[config.mk]
export PLATFORM = sky130hd
export DESIGN_NAME = button_bank
export DESIGN_NICKNAME = d
export VERILOG_FILES = /design/src/rtl/button_bank.sv
export SDC_FILE = /design/constraint.sdc
export NUM_CORES = 1
export LEC_CHECK = 0
export ABC_AREA = 1
export CORE_MARGIN = 10
export CORE_UTILIZATION = 30
export CTS_CLUSTER_DIAMETER = 150
export CTS_CLUSTER_SIZE = 28
export DETAILED_ROUTE_END_ITERATION = 10
export GPL_TIMING_DRIVEN = 0
export HOLD_SLACK_MARGIN = 0.02
export PLACE_DENSITY = 0.43
export SYNTH_ARGS = -nofsm -noshare
export SYNTH_HDL_FRONTEND = slang
export SYNTH_SLANG_ARGS = --single-unit
export TNS_END_PERCENT = 5
[constraint.sdc]
create_clock -name clk -period 1.67 [get_ports clk]
set_clock_uncertainty 0.05 [all_clocks]
set_input_delay 0.334 -clock clk [delete_from_list [all_inputs] [get_ports clk]]
set_output_delay 0.334 -clock clk [all_outputs]
set_load 0.01 [all_outputs]
[src/rtl/button_bank.sv]
// button_bank: N-channel push-button conditioner.
// Each channel runs a 2-flop synchroniser and a sample flop into a
// saturating-run debounce filter, then derives registered press/release
// pulses and optional hold-to-auto-repeat pulses.
//
// Ports:
//   clk       system clock, rising edge
//   rst       synchronous reset, active-low
//   in        raw asynchronous button inputs, bit i = channel i
//   level     debounced level per channel
//   press     one-cycle pulse in the first cycle level[i] is high
//   rel       one-cycle pulse in the first cycle level[i] is low
//   rpt       one-cycle auto-repeat pulse while a button is held
//   any_press OR of press, aligned with press
module button_bank #(
  parameter int unsigned N             = 4,
  parameter int unsigned CNT_W         = 4,
  parameter bit          REPEAT_EN     = 1'b1,
  parameter int unsigned HOLD_CYCLES   = 1000,
  parameter int unsigned REPEAT_CYCLES = 250
) (
  input  logic         clk,
  input  logic         rst,
  input  logic [N-1:0] in,
  output logic [N-1:0] level,
  output logic [N-1:0] press,
  output logic [N-1:0] rel,
  output logic [N-1:0] rpt,
  output logic         any_press
);

  localparam int unsigned HMAX = (HOLD_CYCLES > REPEAT_CYCLES) ? HOLD_CYCLES : REPEAT_CYCLES;
  localparam int unsigned HC_W = $clog2(HMAX + 1);
  localparam logic [CNT_W-1:0] CNT_MAX = '1;

  typedef enum logic [1:0] {
    IDLE = 2'd0,
    HOLD = 2'd1,
    RPT  = 2'd2
  } hstate_t;

  logic [N-1:0] rise_c;

  for (genvar i = 0; i < N; i++) begin : g_ch
    logic             sync1, sync2, samp;
    logic             lvl, press_q, rel_q;
    logic [CNT_W-1:0] cnt;
    logic             flip_c, fall_c;

    // Level toggles once the run of mismatching samples reaches terminal count
    assign flip_c    = (samp != lvl) && (cnt == CNT_MAX);
    assign rise_c[i] = flip_c & ~lvl;
    assign fall_c    = flip_c & lvl;

    // Synchroniser, sample stage, debounce filter and edge pulses
    always_ff @(posedge clk) begin
      if (!rst) begin
        sync1   <= 1'b0;
        sync2   <= 1'b0;
        samp    <= 1'b0;
        cnt     <= '0;
        lvl     <= 1'b0;
        press_q <= 1'b0;
        rel_q   <= 1'b0;
      end else begin
        sync1   <= in[i];
        sync2   <= sync1;
        samp    <= sync2;
        press_q <= rise_c[i];
        rel_q   <= fall_c;
        if (samp == lvl) begin
          cnt <= '0;
        end else if (cnt == CNT_MAX) begin
          lvl <= ~lvl;
          cnt <= '0;
        end else begin
          cnt <= cnt + CNT_W'(1);
        end
      end
    end

    assign level[i] = lvl;
    assign press[i] = press_q;
    assign rel[i]   = rel_q;

    if (REPEAT_EN) begin : g_rpt
      hstate_t         st, st_n;
      logic [HC_W-1:0] hcnt, hcnt_n;
      logic            rpt_q, rpt_n;

      // Hold/repeat state register
      always_ff @(posedge clk) begin
        if (!rst) begin
          st    <= IDLE;
          hcnt  <= '0;
          rpt_q <= 1'b0;
        end else begin
          st    <= st_n;
          hcnt  <= hcnt_n;
          rpt_q <= rpt_n;
        end
      end

      // Hold/repeat next state; a falling level wins over a due repeat
      always_comb begin
        st_n   = st;
        hcnt_n = hcnt;
        rpt_n  = 1'b0;
        if (fall_c) begin
          st_n   = IDLE;
          hcnt_n = '0;
        end else begin
          case (st)
            IDLE: begin
              if (rise_c[i]) begin
                st_n   = HOLD;
                hcnt_n = HC_W'(1);
              end
            end
            HOLD: begin
              if (hcnt == HC_W'(HOLD_CYCLES)) begin
                rpt_n  = 1'b1;
                st_n   = RPT;
                hcnt_n = HC_W'(1);
              end else begin
                hcnt_n = hcnt + HC_W'(1);
              end
            end
            RPT: begin
              if (hcnt == HC_W'(REPEAT_CYCLES)) begin
                rpt_n  = 1'b1;
                hcnt_n = HC_W'(1);
              end else begin
                hcnt_n = hcnt + HC_W'(1);
              end
            end
            default: begin
              st_n   = IDLE;
              hcnt_n = '0;
            end
          endcase
        end
      end

      assign rpt[i] = rpt_q;
    end else begin : g_norpt
      assign rpt[i] = 1'b0;
    end
  end

  // any_press is registered from the same rise events that feed press
  always_ff @(posedge clk) begin
    if (!rst) begin
      any_press <= 1'b0;
    end else begin
      any_press <= |rise_c;
    end
  end

endmodule

Yosys cells after proc, flatten, opt, wreduce, memory -nomap -nowiden
Cells that the tools add are included.
{"block": "classes", "addsub": 8, "n_eq_ne": 36, "mux": 40, "n_bitwise": 21, "n_reduce_logical": 25}
{"op": "2-to-1 mux 10 bit", "count": 12}
{"op": "case mux 10 bit (3 select lines)", "count": 4}
{"op": "adder 10 x 1 -> 10 bit (second input constant)", "count": 4}
{"op": "equality test 10 bit (second input constant)", "count": 4}
{"op": "equality test 10 x 8 -> 1 bit (second input constant)", "count": 4}
{"op": "case mux 2 bit (3 select lines)", "count": 4}
{"op": "adder 4 x 1 -> 4 bit (second input constant)", "count": 4}
{"op": "equality test 4 bit (second input constant)", "count": 4}
{"op": "2-to-1 mux 2 bit", "count": 8}
{"op": "inequality test 2 bit (second input constant)", "count": 8}
{"op": "inverter 1 bit", "count": 13}
{"op": "AND reduction 3 bit", "count": 4}
{"op": "OR reduction 3 bit", "count": 4}
{"op": "bitwise AND 1 bit", "count": 8}
{"op": "equality test 2 x 1 -> 1 bit (second input constant)", "count": 4}
{"op": "equality test 2 bit (second input constant)", "count": 4}
{"op": "zero test 2 bit", "count": 4}
{"op": "2-to-1 mux 1 bit", "count": 8}
{"op": "case mux 1 bit (2 select lines)", "count": 4}
{"op": "AND reduction 2 bit", "count": 4}
{"op": "OR reduction 2 bit", "count": 4}
{"op": "equality test 1 bit", "count": 4}
{"op": "logical AND 1 bit", "count": 4}
{"op": "inequality test 1 bit", "count": 4}
{"op": "OR reduction 4 bit", "count": 1}
{"block": "word_totals", "regBits": 93, "in_bits": 6, "output_inout_bits": 17, "word_cells": 171}

Logic depth before layout (Yosys ltp)
{"block": "depth", "ltp_word": 5, "ltp_mapped": 11, "ltp_nobuf": 11}

Worst setup path before layout
OpenSTA, ideal clock, no wires.
{"block": "synth_path", "path_kind": "reg2reg", "startpoint": "register g_ch[0].cnt[0]", "endpoint": "register g_ch[0].g_rpt.hcnt[6]", "setup_time_ns": 0.115, "arrival_ns": 1.241, "required_time_ns": 1.505, "setup_slack_ns": 0.264, "stages_incl_launch_ff": 10, "n_path_buf": 0, "period_less_slack_ns": 1.406, "cell_sequence": "dfxtp_1 -> ha_1 -> nand3_2 -> nor2_4 -> inv_2 -> nand2_4 -> nand2_2 -> nor2_2 -> xnor2_1 -> nor2_2"}
{"block": "synth_via", "elab_chain_len": 4, "elab_cells_between_ends": 6, "cone_classes": "eq/ne (2); bitwise (2); reduce/logical (2)"}
{"element": "start: declaration", "line_no": "47", "text": "logic [CNT_W-1:0] cnt;"}
{"element": "start signal: assignment", "line_no": "77", "text": "cnt <= cnt + CNT_W'(1);"}
{"element": "equality test 4 bit *", "line_no": "51", "text": "assign flip_c = (samp != lvl) && (cnt == CNT_MAX);"}
{"element": "logical AND 1 bit *", "line_no": "51"}
{"element": "bitwise AND 1 bit (on tied branches)", "line_no": "52, 53"}
{"element": "inequality test 2 bit (no line) or OR reduction 2 bit (tied branches)"}
{"element": "end signal: assignment", "line_no": "99", "text": "hcnt <= hcnt_n;"}
{"element": "end: declaration", "line_no": "88", "text": "logic [HC_W-1:0] hcnt, hcnt_n;"}
Mark *: on every way between the ends. The rest lies on a longest branch, timed or not.
A chain may end at the register's enable or synchronous reset.

Worst setup path in the final report
{"block": "layout_path", "startpoint": "input rst", "endpoint": "register g_ch[3].rel_q"}
{"element": "start: declaration", "line_no": "23", "text": "input logic rst,"}
{"element": "end signal: assignment", "line_no": "70", "text": "rel_q <= fall_c;"}
{"element": "end: declaration", "line_no": "46", "text": "logic lvl, press_q, rel_q;"}
No word-level cell between the ends.

==> impl_metrics.ini <==
[setup_path]
crit_chain = clkdlybuf4s50_1, buf_4, inv_1, clkbuf_2, nor3_1
end_kind = register
critPathBufInv = 4
critPathMaxStageDelay_ns = 0.61
cp-start-kind = primary input
cp-startpoint = rst
cp_top_family = buffers and inverters
path_class = primary input to register
critical_path_arrival_ns = 1.78
required_ns = 1.87
crit_path_top_delay_cell = clkdlybuf4s50_1
crit_fanout = 10
timing.rr.start = g_ch[2].cnt[0]

[cts]
ctsHoldBuffers = 0
cts.clk_slew.worst_paths_ns = 0.07
clock_latency_ns = 0.34
cts.root.buffer_cell = clkbuf_16
cts_tree = done
htreeDepth = 3
cts.sinks = 93
clockBufferDepth = 2
numCtsBuffers = 9

[placement]
dp_hpwl_mm = 7.458
port_buffers = 22
place_congestion = 0.7964
dpl_cell_area_um2 = 5308

[logic_synthesis]
synth-seq-cells = 93
yosys_warnings = 0
syn-num-nets = 700
synth_area_leaders = dfxtp_1 (39%), nand2_1 (12%), ha_1 (9.4%), inv_1 (7.1%), nor2_1 (6.3%)
syn_inst = 658
yosys.area.top_type = dfxtp_1
seq_area_frac_synth_pct = 38.65
syn-mean-instance-area_um2 = 7.321
netlist_area_um2 = 4817
synth.top_cell.area_share_pct = 38.65
synth.distinct_cells = 33

[sta]
finalHoldViolCount = 0
relSlewSlack_pct = 74.21
fin_crit_ns = 1.585
finalSetupViolCount = 0
slew_violations = 0
final.setup.tns_ns = 0
hold-worst-slack_ns = 0.3627
worstMarginPinSlew_ns = 0.3869
max_freq_mhz = 630.8
rsz0062_at_grt = yes
finalCritPeriodShare_pct = 94.92

[drt]
drt-initial-drc-count = 165
dr.pass1.iters = 4
drcViolationCount = 0
wirelength_mm = 9.888
wl_per_cell_um = 10.84
vias = 3921
post_drt_via_cell_ratio = 4.299
ant_nets = 0

[floorplan]
coreArea_um2 = 15830
start_util_pct = 30.43
io_pins = 23
die_w_um = 146.7
chipHeight_um = 146.7
core.rowCount = 46
die_area_um2 = 21530

[pwr]
internal_power_mw = 3.541
power_density_nw_per_um2 = 788.2
sw_frac_of_total_pct = 21.09
ir_drop_v = 0.0004968
p_switching_uw = 946.7
p_clk_share_pct = 48.3
power_frac_comb_pct = 1.9
finalPower_mw = 4.488
p_leak_nw = 2.285
power.share.sequential_pct = 49.8

[layout]
post-route-cell-area_um2 = 5694
drive_above_1_share_pct = 14.94
area_growth_pct = 18.21
nFillCells = 1652
mostFrequentLayoutCell = nand2_1
nNetsFinal = 733
diodes = 0
final_cell_mix = nand2_1 (144), inv_1 (89), dfxtp_1 (86), nor2_1 (80), nand3_1 (53)

[worst_hold_path]
hold_start = g_ch[0].sync2
hp-class = register to register

[global_routing]
grt_pass1_wl_mm = 17.04
grt_max_degree = 15
grt_pass1_vias = 3711
grt.overflow.total = 0
antenna_found_initial = 0
grt_use_total_pct = 9.471

[flow_run]
drv_cap = 0

[run_status]
status = finished clean
-- power groups by stage --
stage | Clock, mW | Combinational, mW | Sequential (mW)
after CTS | 2.24 | 0.0814 | 2.23
final | 2.17 | 0.0850 | 2.24
after global routing | 2.35 | 0.0966 | 2.23
after detailed placement | 0 | 0.0803 | 2.29
after floorplan | 0 | 0.0478 | 2.28
after global placement | 0 | 0.0801 | 2.29
-- Yosys cell counts, drive strengths merged --
master    n
inv      95
o21bai    1
xor2     12
dfxtp    93
clkbuf    1
and3      4
clkinv    1
a21oi    30
nand4     8
xnor2     6
o211ai    1
nand2   154
or2       1
o22ai     1
o21ai    36
ha       36
nor3      7
nor2     96
nand3    57
buf      18
-- metrics by stage --
step / util [%] / instances / setup WS (ns)
finish: 35.98 / 912 / 0.08478
global route: 35.98 / 912 / -0.04087
CTS: 35.30 / 912 / 0.004605
detailed placement: 33.53 / 896 / -0.4209
global placement: 33.53 / 896 / -0.4459
floorplan: - / 658 / 0.2636
-- worst reg2reg max path, delay by kind of cell (launching register included) --
family / cells / cell delay, ns
AO/OA/AOI/OAI: 2 / 0.24
adder cells (fa/ha/maj): 1 / 0.23
flip-flops: 1 / 0.36
AND/OR/NAND/NOR: 5 / 0.57
-- sequential cells by signal, indices dropped and copies added, names as in the netlist --
register,flops
g_ch.g_rpt.hcnt,40
g_ch.cnt,16
g_ch.g_rpt.st,8
g_ch.g_rpt.rpt_q,4
g_ch.lvl,4
g_ch.press_q,4
g_ch.rel_q,4
g_ch.samp,4
g_ch.sync1,4
g_ch.sync2,4
any_press,1
-- timing repair --
| action | 4_1_cts | 5_1_grt |
|---|---|---|
| setup buffers | 0 | 0 |
| endpoints found under the setup margin | 25 | 44 |
| pin swaps | 0 | 6 |
| gates resized for setup | 20 | 32 |
| gates cloned | 0 | 0 |
-- metal layers --
| metal | global-route usage (%) | vias up | part of all wire, % |
|---|---|---|---|
| met2 | 14.92 | 38 | 45 |
| met5 | 0 | - | 0 |
| met4 | 5.105 | 0 | 2.3 |
| li1 | - | 2121 | - |
| met1 | 11.85 | 1746 | 50 |
| met3 | 1.996 | 16 | 2.6 |
-- path summary, 6_finish.rpt --
path / end / slack, ns / cells after the start
setup / recovery: g_ch[3].rel_q / 0.08 / 5
hold / removal: g_ch[0].samp / 0.36 / 2
setup reg to reg: g_ch[2].g_rpt.st[0] / 0.11 / 8
hold reg to reg: g_ch[0].samp / 0.36 / 2
-- cell type report --
cell class | count | area [µm²] | area share (%)
multi-input cells | 450 | 2557 | 44.91
flip-flops and latches | 93 | 1871 | 32.85
inverters | 96 | 365.4 | 6.416
clock buffers | 13 | 270.3 | 4.746
well taps | 216 | 270.3 | 4.746
repair buffers | 22 | 181.4 | 3.186
plain buffers | 19 | 136.4 | 2.395
clock inverters | 3 | 42.54 | 0.7471
-- kinds of logic after synthesis --
family	share of synthesized area (%)
flops	38.65
fa+ha+maj	9.351
compound gates	7.767
xor+xnor	3.273
simple gates	30.67
buf+inv	10.29
No activity file was read; power rests on OpenSTA's default activity.
